`src/rtl/pwm_multi_gen_if.sv`:
```
// Bundles the control inputs and PWM/status outputs of pwm_multi_gen.
//   ena         block enable (low freezes counting and ignores buttons)
//   inc/dec     per-channel raw duty up/down buttons, active-high
//   center_mode 0 = edge-aligned frames, 1 = center-aligned frames
//   pwm_out     registered per-channel PWM outputs
//   frame_tick  one-cycle pulse marking the frame boundary
//   duty_flat   active duty per channel, channel k at [k*CW +: CW]
// master drives the controls (testbench / host); slave is the generator.
interface pwm_multi_gen_if #(
  parameter int N_CH = 4,
  parameter int CW   = 8
);
  logic                 ena;
  logic [N_CH-1:0]      inc;
  logic [N_CH-1:0]      dec;
  logic                 center_mode;
  logic [N_CH-1:0]      pwm_out;
  logic                 frame_tick;
  logic [N_CH*CW-1:0]   duty_flat;

  modport master (
    output ena, inc, dec, center_mode,
    input  pwm_out, frame_tick, duty_flat
  );

  modport slave (
    input  ena, inc, dec, center_mode,
    output pwm_out, frame_tick, duty_flat
  );
endinterface

```
`src/rtl/pwm_multi_gen.sv`:
```
// Multi-channel PWM generator with button-driven duty control.
// One shared frame counter (edge- or center-aligned) keeps every channel
// phase-aligned. Each channel debounces its inc/dec buttons on a slow
// sample strobe, adjusts a saturating pending duty, and copies it into the
// active duty only at a frame boundary so a frame is never altered mid-way.
// Ports:
//   clk  rising-edge clock
//   rst  synchronous active-high reset
//   bus  pwm_multi_gen_if.slave (controls in, pwm/tick/duty out)
module pwm_multi_gen #(
  parameter int N_CH      = 4,
  parameter int CW        = 8,
  parameter int PERIOD    = 10,
  parameter int DUTY_INIT = 5,
  parameter int STEP      = 1,
  parameter int DEB_DIV   = 4
) (
  input  logic            clk,
  input  logic            rst,
  pwm_multi_gen_if.slave  bus
);

  localparam int DW = (DEB_DIV > 2) ? $clog2(DEB_DIV) : 1;
  localparam logic [DW-1:0] DIV_LAST = DW'(DEB_DIV - 1);
  localparam logic [CW-1:0] CNT_LAST = CW'(PERIOD - 1);

  logic [DW-1:0]        div;
  logic [CW-1:0]        cnt;
  logic                 dir_dn;    // center mode: 1 while counting down
  logic                 center;    // mode latched at frame end
  logic                 tick;
  logic                 slow_en;
  logic                 frame_end;
  logic [N_CH-1:0]      pwm;
  logic [N_CH-1:0][CW-1:0] duty;

  // Divider is frozen with the rest of the block while disabled.
  assign slow_en   = bus.ena && (div == DIV_LAST);
  assign frame_end = center ? (dir_dn && (cnt == '0)) : (cnt == CNT_LAST);

  always_ff @(posedge clk) begin
    if (rst) begin
      div    <= '0;
      cnt    <= '0;
      dir_dn <= 1'b0;
      center <= 1'b0;
      tick   <= 1'b0;
    end else if (bus.ena) begin
      div  <= (div == DIV_LAST) ? '0 : div + 1'b1;
      tick <= frame_end;
      if (frame_end) begin
        // Mode changes only here; every frame starts at 0 counting up.
        cnt    <= '0;
        dir_dn <= 1'b0;
        center <= bus.center_mode;
      end else if (!center) begin
        cnt <= cnt + 1'b1;
      end else if (!dir_dn) begin
        // Top of a center frame: hold PERIOD-1 for one cycle while turning.
        if (cnt == CNT_LAST) dir_dn <= 1'b1;
        else                 cnt    <= cnt + 1'b1;
      end else begin
        cnt <= cnt - 1'b1;
      end
    end else begin
      tick <= 1'b0;
    end
  end

  for (genvar k = 0; k < N_CH; k++) begin : g_ch
    pwm_multi_gen_ch #(
      .CW        (CW),
      .PERIOD    (PERIOD),
      .DUTY_INIT (DUTY_INIT),
      .STEP      (STEP)
    ) u_ch (
      .clk     (clk),
      .rst     (rst),
      .ena     (bus.ena),
      .slow_en (slow_en),
      .load    (bus.ena && frame_end),
      .inc_raw (bus.inc[k]),
      .dec_raw (bus.dec[k]),
      .cnt     (cnt),
      .pwm     (pwm[k]),
      .duty    (duty[k])
    );
    assign bus.duty_flat[k*CW +: CW] = duty[k];
  end

  assign bus.pwm_out    = pwm;
  assign bus.frame_tick = tick;

endmodule

// Per-channel slice: button edge detect, saturating pending duty,
// frame-synchronous active duty and the registered PWM compare.
//   slow_en  debounce sample strobe (already gated by ena)
//   load     frame-end strobe: active duty takes the pending value
//   cnt      shared frame counter
module pwm_multi_gen_ch #(
  parameter int CW        = 8,
  parameter int PERIOD    = 10,
  parameter int DUTY_INIT = 5,
  parameter int STEP      = 1
) (
  input  logic          clk,
  input  logic          rst,
  input  logic          ena,
  input  logic          slow_en,
  input  logic          load,
  input  logic          inc_raw,
  input  logic          dec_raw,
  input  logic [CW-1:0] cnt,
  output logic          pwm,
  output logic [CW-1:0] duty
);

  localparam logic [CW:0]   STEP_W = (CW+1)'(STEP);
  localparam logic [CW:0]   PER_W  = (CW+1)'(PERIOD);
  localparam logic [CW-1:0] DINIT  = CW'(DUTY_INIT);

  logic [1:0]    s1, s2;    // bit 1 = inc, bit 0 = dec
  logic [1:0]    press;
  logic [CW-1:0] pend;
  logic [CW:0]   sum;
  logic [CW-1:0] inc_sat, dec_sat;

  // A press is a 0->1 change between consecutive slow samples.
  assign press   = s1 & ~s2 & {2{slow_en}};
  // One extra bit so pend+STEP cannot wrap before the clamp.
  assign sum     = {1'b0, pend} + STEP_W;
  assign inc_sat = (sum > PER_W) ? PER_W[CW-1:0] : sum[CW-1:0];
  assign dec_sat = ({1'b0, pend} < STEP_W) ? '0 : pend - STEP_W[CW-1:0];

  always_ff @(posedge clk) begin
    if (rst) begin
      s1   <= '0;
      s2   <= '0;
      pend <= DINIT;
      duty <= DINIT;
      pwm  <= 1'b0;
    end else begin
      if (slow_en) begin
        s1 <= {inc_raw, dec_raw};
        s2 <= s1;
      end
      // Simultaneous inc and dec cancel out.
      case (press)
        2'b10:   pend <= inc_sat;
        2'b01:   pend <= dec_sat;
        default: ;
      endcase
      if (load) duty <= pend;
      pwm <= ena && (cnt < duty);
    end
  end

endmodule

```
`src/flat_wrapper.sv`:
```
// flat-port wrapper written by rule: the top's interface ports become plain ports
module pwm_multi_gen_flat 
#(
  parameter int N_CH      = 4,
  parameter int CW        = 8,
  parameter int PERIOD    = 10,
  parameter int DUTY_INIT = 5,
  parameter int STEP      = 1,
  parameter int DEB_DIV   = 4
)
  (clk, rst, bus_ena, bus_inc, bus_dec, bus_center_mode, bus_pwm_out, bus_frame_tick, bus_duty_flat);
  pwm_multi_gen_if #(.N_CH(N_CH), .CW(CW)) bus_i ();
  input  logic clk;
  input  logic rst;
  input wire logic [$bits(bus_i.ena)-1:0] bus_ena;
  input wire logic [$bits(bus_i.inc)-1:0] bus_inc;
  input wire logic [$bits(bus_i.dec)-1:0] bus_dec;
  input wire logic [$bits(bus_i.center_mode)-1:0] bus_center_mode;
  output wire logic [$bits(bus_i.pwm_out)-1:0] bus_pwm_out;
  output wire logic [$bits(bus_i.frame_tick)-1:0] bus_frame_tick;
  output wire logic [$bits(bus_i.duty_flat)-1:0] bus_duty_flat;
  assign bus_i.ena = bus_ena;
  assign bus_i.inc = bus_inc;
  assign bus_i.dec = bus_dec;
  assign bus_i.center_mode = bus_center_mode;
  assign bus_pwm_out = bus_i.pwm_out;
  assign bus_frame_tick = bus_i.frame_tick;
  assign bus_duty_flat = bus_i.duty_flat;
  pwm_multi_gen #(.N_CH(N_CH), .CW(CW), .PERIOD(PERIOD), .DUTY_INIT(DUTY_INIT), .STEP(STEP), .DEB_DIV(DEB_DIV)) u_core (.clk(clk), .rst(rst), .bus(bus_i));
endmodule
```
`config.mk`:
```
export PLATFORM = sky130hd
export DESIGN_NAME = pwm_multi_gen_flat
export DESIGN_NICKNAME = d
export VERILOG_FILES = /design/src/rtl/pwm_multi_gen_if.sv /design/src/rtl/pwm_multi_gen.sv /design/src/flat_wrapper.sv
export SDC_FILE = /design/constraint.sdc
export NUM_CORES = 1
export LEC_CHECK = 0
export BUFFER_PORTS_ARGS = -buffer_cell sky130_fd_sc_hd__buf_4
export CAP_MARGIN = 20
export CELL_PAD_IN_SITES_DETAIL_PLACEMENT = 2
export CELL_PAD_IN_SITES_GLOBAL_PLACEMENT = 2
export CORE_UTILIZATION = 34
export DETAILED_ROUTE_END_ITERATION = 10
export PLACE_DENSITY_LB_ADDON = 0.1
export SKIP_LAST_GASP = 1
export SLEW_MARGIN = 25
export SYNTH_ARGS = -nofsm -noshare
export SYNTH_HDL_FRONTEND = slang
export SYNTH_HIERARCHICAL = 1
export SYNTH_SLANG_ARGS = --single-unit
```
`constraint.sdc`:
```
create_clock -name clk -period 2.2 [get_ports clk]
set_input_delay 0.11 -clock clk [delete_from_list [all_inputs] [get_ports clk]]
set_output_delay 0.11 -clock clk [all_outputs]
set_load 0.03 [all_outputs]
```
Yosys cells after proc, flatten, opt, wreduce, memory -nomap -nowiden:

Cells that the tools add are included.

* bits in registers: 97
* bits in latches: 0
* RAM bits: 0
* bits in read-only memories: 0
* bits of input ports: 12
* output and inout port bits: 37
* memories: 0

* add/sub/neg operators: 11
* multiply operators: 0
* div/mod/pow operators: 0
* $lt $le $gt $ge: 12
* equality and inequality tests: 11
* shifts and indexed selects: 0
* mux-type cells: 22
* bitwise operators: 13
* reductions and logical operators: 17

Operators by type and width (number)
* $mux 8: 12
* $pmux 8 s2: 4
* $sub 8x1->8 const B: 5
* $add 8x1->9 const B: 4
* $gt 9x4->1 const B: 4
* $lt 8x1->1 const B: 4
* $lt 8x8->1: 4
* $and 2x2->2: 8
* $eq 2x2->1 const B: 5
* $reduce_bool 2->1: 5
* $add 8x1->8 const B: 1
* $eq 2x1->1 const B: 4
* $eq 8x4->1 const B: 1
* $logic_not 8->1: 1
* $not 2->2: 4
* $logic_and 1x1->1: 7
* $reduce_and 2->1: 3
* $mux 1: 5
* $ne 4x3->1 const B: 1
* $add 2x1->2 const B: 1
* $mux 2: 1
* $reduce_or 2->1: 1
* $not 1->1: 1

Depth between registers and ports, before layout:

Gate-level depths: netlist (run 1).

* depth in word-level cells: 5
* gate-level depth with buffers: 11

Hierarchy:

The synthesis (run 1) kept the hierarchy.

Modules (own cells, without submodules)
* pwm_multi_gen_ch: times used 4, cells an instance 160, area an instance 1390.1 µm², sequential area each 420.4 µm²
* pwm_multi_gen: times used 1, cells an instance 96, area an instance 834.6 µm², sequential area each 260.2 µm²

Worst setup path after synthesis (run 1):

Ideal clock, no wire load.

* path type: reg-to-reg
* start point: register u_core.cnt[2]
* end point: register u_core.g_ch[0].u_ch.duty[1]
* library setup time: 0.128 ns
* arrival time: 2.289 ns
* required time: 2.072 ns
* setup slack: -0.217 ns
* stages on the path, launching flop included: 8
* path buffers: 2
* period minus slack after synthesis: 2.417 ns
* path through: dfxtp_1 -> or4_1 -> buf_2 -> a2111o_1 -> inv_1 -> clkbuf_1 -> mux2i_1 -> nor2_1

* cells in the longest elaborated chain, start to end: 4

RTL lines
* start: declaration: line pwm_multi_gen.sv:28 `logic [CW-1:0] cnt;`
* start signal: assignment: line pwm_multi_gen.sv:57 `cnt <= cnt + 1'b1;`
* start signal: assignment: line pwm_multi_gen.sv:61 `else cnt <= cnt + 1'b1;`
* start signal: assignment: line pwm_multi_gen.sv:63 `cnt <= cnt - 1'b1;`
* $logic_not 8->1: line pwm_multi_gen.sv:39 `assign frame_end = center ? (dir_dn && (cnt == '0)) : (cnt == CNT_LAST);`
* $logic_and 1x1->1: line pwm_multi_gen.sv:39
* $mux 1 *: line pwm_multi_gen.sv:39
* $logic_and 1x1->1 *: line pwm_multi_gen.sv:81 `.load (bus.ena && frame_end),`
* end signal: assignment: line pwm_multi_gen.sv:154 `if (load) duty <= pend;`
* end: declaration: line pwm_multi_gen.sv:116 `output logic [CW-1:0] duty`

Every way passes the cells marked *; elsewhere a longest branch is shown, timed or not.
A chain may end at the register's enable or synchronous reset.

Worst setup path in the final report (run 1):

* start point: register u_core.div[1]
* end point: register u_core.g_ch[3].u_ch.pend[1]

* cells in the longest elaborated chain, start to end: 5

RTL lines
* start: declaration: line pwm_multi_gen.sv:27 `logic [DW-1:0] div;`
* start signal: assignment: line pwm_multi_gen.sv:49 `div <= (div == DIV_LAST) ? '0 : div + 1'b1;`
* $eq 2x2->1 *: line pwm_multi_gen.sv:38 `assign slow_en = bus.ena && (div == DIV_LAST);`
* $logic_and 1x1->1 *: line pwm_multi_gen.sv:38
* named net u_core.slow_en: line pwm_multi_gen.sv:32 `logic slow_en;`
* $and 2x2->2 *: line pwm_multi_gen.sv:130 `assign press = s1 & ~s2 & {2{slow_en}};`
* $eq 2x1->1 or $eq 2x2->1 (tied branches): line pwm_multi_gen.sv:149 `case (press)`
* $pmux 8 s2 or $reduce_bool 2->1 (tied branches)
* end signal: assignment: line pwm_multi_gen.sv:150 `2'b10: pend <= inc_sat;`
* end signal: assignment: line pwm_multi_gen.sv:151 `2'b01: pend <= dec_sat;`
* end: declaration: line pwm_multi_gen.sv:125 `logic [CW-1:0] pend;`

Mark *: on every way through the listed nets, which the timed path passes. The rest lies on a longest branch.

==> results.md, run 1 <==
- Initial DRT Pass Iterations: 6
- CTS Buffer Depth: 2
- Worst IR drop on VDD: 0.000391 V
- Final count of hold timing violations: 0
- Initial antenna violation count: 0
- Core ar.: 0.0182 mm²
- Tightest Pin Transition: 0.629 ns
- Required @ worst endpoint: 2.41 ns
- Vias in the first global route: 6517
- Die W: 139 µm
- First-pass GRT wire length: 33.5 mm
- Ys flop type: dfxtp_1
- H-tree levels: 3
- Root Driver: clkbuf_16
- # rows: 49
- Die footprint: 0.0194 mm²
- Final core occ: 43.3%
- Area of the multi-input gates: 0.00412 mm²
- Cells along the critical path: ha_4 > and2_4 > buf_6 > and3b_2 > ha_4 > buf_4 > nor3_2 > a21oi_1 > a21boi_1 > a311oi_1
- Hold slack: 0.0220 ns
- Gpl congestion: 0.808
- Synth cell types: 60
- Crit path max-delay family: compound AO/OA/AOI/OAI gates
- Worst Hold Class: in -> reg
- Initial core utilization: 35.1%
- RR Startpoint: u_core/div[1]$_SDFFE_PP0P_
- Post-synth top area share: 30.4%
- Clock Sinks: 97
- Worst R2R Setup Slack: -0.009 ns
- CP max-delay cell: dfxtp_2
- Critical Path End Type: flip-flop
- Async SR Flop Fraction: 0%
- Total global routing overflow: 0
- Fin crit share: 100%
- Ys Warns: 6
- Critical Path Most Common Cell: ha_4
- Detailed placement HPWL: 15.0 mm
- Post-synthesis sequential element count: 97
- CTS Buf Count: 9
- Final WL: 20.3 mm
- Cells after Synth: 736
- Final setup fails: 1
- Status: finished with violations
- Dominant cell type by area after synthesis: dfxtp_1
- Via count: 5858
- Syn nets: 797
- Slew headroom: 58.1%
- Top post-synthesis cells by area: dfxtp_1, ha_1, mux2i_1, nor2_1, inv_1
- Met1 global-route usage: 25.9%
- Cell area after synthesis: 0.00639 mm²
- Share of cells above drive strength 1: 25.1%
- Register area share after synthesis: 30.4%
- Port bufs: 48
- Die height: 139 µm
- Total GRT Usage: 21.7%
- Met3 Usage GRT: 3.63%
- Setup crit start: u_core/div[1]$_SDFFE_PP0P_
- Maxcap violations: 0
- Mapped Avg Cell Area: 8.69 µm²
- Crit. path cell count: 10
- Vias/cell: 5.47
- Fillers: 1995
- Worst path max stage delay: 0.34 ns
- Fmax: 0.453 GHz
- Pleak: 0.00322 µW
- Routed Antenna Nets: 0
- Antenna fix cells: 0
- Worst Slack Setup Final: -0.00916 ns
- Arr. time, crit path: 2.42 ns
- CTS tree: yes
- Min cycle time layout: 2.21 ns
- Crit path kind: reg -> reg
- Worst slack at placement: -0.177 ns
- R2R depth: 10
- DRC violations left: 0
- I/O pins: 49
- RSZ-0062 raised after global routing: yes
- Failing checks: setup timing
- Post-synth EDFFs: 0
- Net count reported at finish: 897
- GRT Max-Usage Layer: met2
- Met2 Track Usage GR: 39.9%
- Largest net degree at the start of global routing: 57
- Buf+Inv Stages, Crit Path: 2
- Setup TNS: -0.00916 ns
- Crit-path max FO: 7
- DRT iter0 DRCs: 163
- Area growth syn-to-layout: 23.3%
- Pwr/cell area: 457 mW/mm²
- Worst-Skew Late Latency: 0.36 ns
- Routed wire per std cell: 19.0 µm
- Max-slew violations: 0
- Clk pin slew, worst setup/hold paths: 0.07 ns
- Clk_skew: 0.00612 ns
- RR Endpoint: u_core/g_ch[3].u_ch/pend[1]$_SDFFE_PP0P_
- Crit path to: u_core/g_ch[3].u_ch/pend[1]$_SDFFE_PP0P_
- CP startpoint kind: flip-flop
- Register Area: 0.00195 mm²
## registers in the layout, indices dropped and copies added (netlist names)
signal,count
u_core/g_ch.u_ch/duty,32
u_core/g_ch.u_ch/pend,32
u_core/cnt,8
u_core/g_ch.u_ch/s1,8
u_core/g_ch.u_ch/s2,8
u_core/g_ch.u_ch/pwm,4
u_core/div,2
u_core/bus.frame_tick,1
u_core/center,1
u_core/dir_dn,1
## how the worst min path moves through the flow
| stage | from | to | slack, ns | depth (start not counted) |
|---|---|---|---|---|
| global placement | bus_dec[1] | u_core/g_ch[1].u_ch/s1[0]$_SDFFE_PP0P_ | 0.35 | 3 |
| detailed placement | bus_inc[0] | u_core/g_ch[0].u_ch/s1[1]$_SDFFE_PP0P_ | 0.36 | 3 |
| floorplan | bus_center_mode | u_core/center$_SDFFE_PP0P_ | 0.25 | 2 |
| finish | bus_inc[2] | u_core/g_ch[2].u_ch/s1[1]$_SDFFE_PP0P_ | 0.02 | 3 |
| global route | bus_dec[2] | u_core/g_ch[2].u_ch/s1[0]$_SDFFE_PP0P_ | 0.02 | 3 |
| CTS | bus_dec[2] | u_core/g_ch[2].u_ch/s1[0]$_SDFFE_PP0P_ | 0.01 | 3 |
## cells in the mapped netlist, types with 13 or more instances
library cell	instances
a21o_1	16
ha_1	49
nor2_1	75
nand3_1	13
clkbuf_1	20
inv_1	65
dfxtp_1	97
nand2_1	38
nor3_1	22
mux2i_1	53
o21ai_0	38
xnor2_1	14
a21oi_1	27
or3_1	13
## where the power goes
| group | total [µW] | internal, µW | switching (µW) |
|---|---|---|---|
| Combinational | 203 | 85.9 | 117 |
| Clock | 1620 | 905 | 719 |
| Sequential | 1780 | 1770 | 8.61 |
| Total | 3600 | 2760 | 845 |
## metal layers
metal | vias up | routed length [µm]
met4 | 0 | 296
met2 | 47 | 10500
met1 | 2964 | 9180
met3 | 24 | 327
li1 | 2823 | -
met5 | - | 0
## kinds of logic after synthesis
kind of cell	Yosys count	share of synthesized area [%]
AOI/OAI and AO/OA	160	18.6
buffers and inverters	102	7.73
DFF	97	30.4
adders and majority gates	49	9.59
and+or+nand+nor	251	21.9
muxes	58	9.18
xor gates and xnor gates	19	2.60
## stage by stage
stage	power (µW)	cells	area, µm²
after floorplan	1930	736	6410
after global placement	2000	1045	7320
after detailed placement	2010	1045	7320
after CTS	3670	1067	7720
after global routing	3760	1070	7890
final	3600	1070	7890
## placed cells by master (no fill, tap or decap), types with 14 or more instances in the layout
| cell | count |
|---|---|
| buf_4 | 117 |
| dfxtp_1 | 90 |
| nor2_1 | 71 |
| inv_1 | 63 |
| mux2i_1 | 53 |
| ha_1 | 42 |
| nand2_1 | 38 |
| o21ai_0 | 29 |
| a21oi_1 | 27 |
| a21o_1 | 16 |
| nor3_1 | 14 |
| xnor2_1 | 14 |
## cell type report
type | count | share of cell area (%)
Multi-Input combinational cell | 537 | 52.3
Timing Repair Buffer | 126 | 12.5
Clock buffer | 10 | 3.03
Sequential cell | 97 | 24.7
Tap cell | 229 | 3.63
Inverter | 65 | 3.09
Clock inverter | 6 | 0.730
## timing repair
| item | in CTS | in global routing |
|---|---|---|
| endpoints found under the setup margin | 26 | 30 |
| gates cloned | 0 | 0 |
| hold buffers | 4 | 0 |
| resized for setup | 19 | 38 |
| buffers inserted | 2 | 3 |
| pin swaps | 6 | 17 |
| endpoints found under the hold margin | 4 | 0 |
## worst reg2reg max path, cell delays in order, from the launching register on
cell and delay, ns:
dfxtp_2 0.34, ha_4 0.16, and2_4 0.15, buf_6 0.13, and3b_2 0.23, ha_4 0.27, buf_4 0.13, nor3_2 0.05
a21oi_1 0.23, a21boi_1 0.29, a311oi_1 0.09
Note: power is estimated with default switching activity, not from simulation.
==> run 2: changes to the inputs <==
--- a/config.mk
+++ b/config.mk
@@ -12,6 +12,7 @@
 export CORE_UTILIZATION = 34
 export DETAILED_ROUTE_END_ITERATION = 10
 export PLACE_DENSITY_LB_ADDON = 0.1
+export REMOVE_ABC_BUFFERS = 1
 export SKIP_LAST_GASP = 1
 export SLEW_MARGIN = 25
 export SYNTH_ARGS = -nofsm -noshare
==> results.md, run 2 (synthesized netlist as in run 1, its figures left out) <==
- Status: complete, no violations
- Placed cell count: 1042 (-0.29%)
- Worst Slack Setup Final: 0.0117 ns (+0.0209 ns)
- Detailed placement HPWL: 14.8 mm (-1.1%)
- Arr. time, crit path: 2.40 ns (-0.02 ns)
- Total GRT Usage: 21.0% (-0.69 points)
- Worst Hold Class: in -> reg
- Register Area: 0.00195 mm² (about the same)
- Worst slack at placement: -0.135 ns (+0.0422 ns)
- Final core occ: 43.3% (about the same)
- Vias in the first global route: 6280 (-3.6%)
- Largest net degree at the start of global routing: 64 (+12%)
- Met2 Track Usage GR: 39.1% (-0.82 points)
- CP startpoint kind: flip-flop
- Most frequent cells in the layout: buf_4, dfxtp_1, nor2_1
- RSZ-0062 raised after global routing: yes
- # rows: 49 (unchanged)
- Crit-path max FO: 10 (+3)
- Crit path kind: reg -> reg
- Clk_skew: 0.00751 ns (+0.00140 ns)
- Worst R2R Setup Slack: 0.01 ns (+0.02 ns)
- Die W: 139 µm (unchanged)
- Min cycle time layout: 2.19 ns (-0.0209 ns)
- Slew headroom: 52.7% (-5.4 points)
- Met1 global-route usage: 25.5% (-0.37 points)
- Pwr/cell area: 471 mW/mm² (+3.2%)
- Gpl congestion: 0.778 (-3.7%)
- Hold path start: bus_inc[0]
- DRC violations left: 0 (unchanged)
- Clock Sinks: 97 (unchanged)
- Antenna fix cells: 0 (unchanged)
- Final count of hold timing violations: 0 (unchanged)
- Die footprint: 0.0194 mm² (unchanged)
- Setup TNS: 0 ns (+0.00916 ns)
- Required @ worst endpoint: 2.41 ns (about the same)
- Fin crit share: 99.5% (-0.95 points)
- Final WL: 20.0 mm (-1.5%)
- Max-slew violations: 0 (unchanged)
- Met3 Usage GRT: 2.38% (-1.2 points)
- Total global routing overflow: 0 (unchanged)
- Vias/cell: 5.43 (-0.81%)
- Area growth syn-to-layout: 23.2% (about the same)
- Initial antenna violation count: 0 (unchanged)
- DRT iter0 DRCs: 218 (+34%)
- Worst-Skew Late Latency: 0.35 ns (about the same)
- Area of the multi-input gates: 0.00412 mm² (-0.12%)
- Setup crit start: u_core/div[0]$_SDFFE_PP0P_
- Tightest Pin Transition: 0.710 ns (+0.0808 ns)
- RR Startpoint: u_core/div[0]$_SDFFE_PP0P_
- Fmax: 0.457 GHz (+0.96%)
- Core ar.: 0.0182 mm² (unchanged)
- Routed Antenna Nets: 0 (unchanged)
- Commonest non-fill, non-tap cell in the layout: buf_4
- I/O pins: 49 (unchanged)
- Critical Path End Type: flip-flop
- Clk pin slew, worst setup/hold paths: 0.07 ns (about the same)
- Worst IR drop on VDD: 0.000378 V (-3.4%)
- Tot Pwr: 3710 µW (+3.1%)
- Root Driver: clkbuf_16
- Pleak: 0.00318 µW (-1.2%)
- Die height: 139 µm (unchanged)
- H-tree levels: 3 (unchanged)
- Via count: 5778 (-1.4%)
- Fillers: 2027 (+1.6%)
- Initial core utilization: 35.1% (unchanged)
- Net count reported at finish: 891 (-0.67%)
- Final setup fails: 0 (-1)
- Initial DRT Pass Iterations: 6 (unchanged)
- GRT Max-Usage Layer: met2
- Fin cells: 1064 (-0.56%)
- CTS tree: yes
- Maxcap violations: 0 (unchanged)
- CTS Buffer Depth: 2 (unchanged)
- First-pass GRT wire length: 32.9 mm (-2.0%)
- Top Registers: u_core/g_ch.u_ch/duty (32), u_core/g_ch.u_ch/pend (32)
- CTS Buf Count: 9 (unchanged)
- Routed wire per std cell: 18.8 µm (-0.96%)
- Port bufs: 48 (unchanged)
- Share of cells above drive strength 1: 24.4% (-0.66 points)
[run 2: final timing paths]
| path | to | cells past startpoint |
|---|---|---|
| hold reg to reg | u_core/g_ch[1].u_ch/s2[1]$_SDFFE_PP0P_ | 2 |
| setup / recovery | u_core/g_ch[1].u_ch/pend[3]$_SDFFE_PP0P_ | 11 |
| hold / removal | u_core/g_ch[0].u_ch/s1[1]$_SDFFE_PP0P_ | 3 |
| setup reg to reg | u_core/g_ch[1].u_ch/pend[3]$_SDFFE_PP0P_ | 11 |
[run 2: worst max-delay path, stage by stage (launching register included)]
cell and delay (ns):
dfxtp_2 0.34, ha_4 0.15, and2_4 0.15, buf_12 0.14, and3b_2 0.23, ha_4 0.18, nand4b_1 0.18, o211ai_1 0.11
o21ai_1 0.10, o21a_1 0.16, a311oi_2 0.23, nor3_1 0.07
[run 2: area by class of cell]
type / instances / area share [%]
clock buffers: 10 / 2.91
clock inverters: 6 / 1.14
inverters: 65 / 3.10
multi-input cells: 537 / 52.3
flip-flops and latches: 97 / 24.7
well taps: 229 / 3.64
repair buffers: 120 / 12.2
[run 2: what timing repair did]
item                                    CTS  global route
buffers inserted                          1             2
resized for setup                        19            38
endpoints found under the setup margin   26            30
hold buffers                              3             0
pin swaps                                 5            14
hold endpoints to repair                  3             0
cloned                                    0             0
[run 2: metrics by stage]
| stage | instance area (µm²) | hold slack, ns |
|---|---|---|
| 6_report | 7880 | 0.00621 |
| 5_1_grt | 7880 | 0.0159 |
| 4_1_cts | 7740 | 0.00114 |
| 3_5_place_dp | 7320 | 0.360 |
| 3_3_place_gp | 7320 | 0.345 |
| 2_1_floorplan | 6140 | 0.179 |
[run 2: layer usage]
layer | routed length, µm | vias to the layer above | part of all wire [%]
li1 | - | 2828 | -
met1 | 9220 | 2881 | 46
met2 | 10200 | 51 | 51
met3 | 303 | 18 | 1.5
met4 | 234 | 0 | 1.2
met5 | 0 | - | 0
[run 2: where the power goes]
group | switching, µW | internal [µW] | total (µW)
sequential | 9.90 | 1770 | 1780
clock | 735 | 1000 | 1740
combinational | 113 | 83.9 | 197
total | 859 | 2860 | 3710
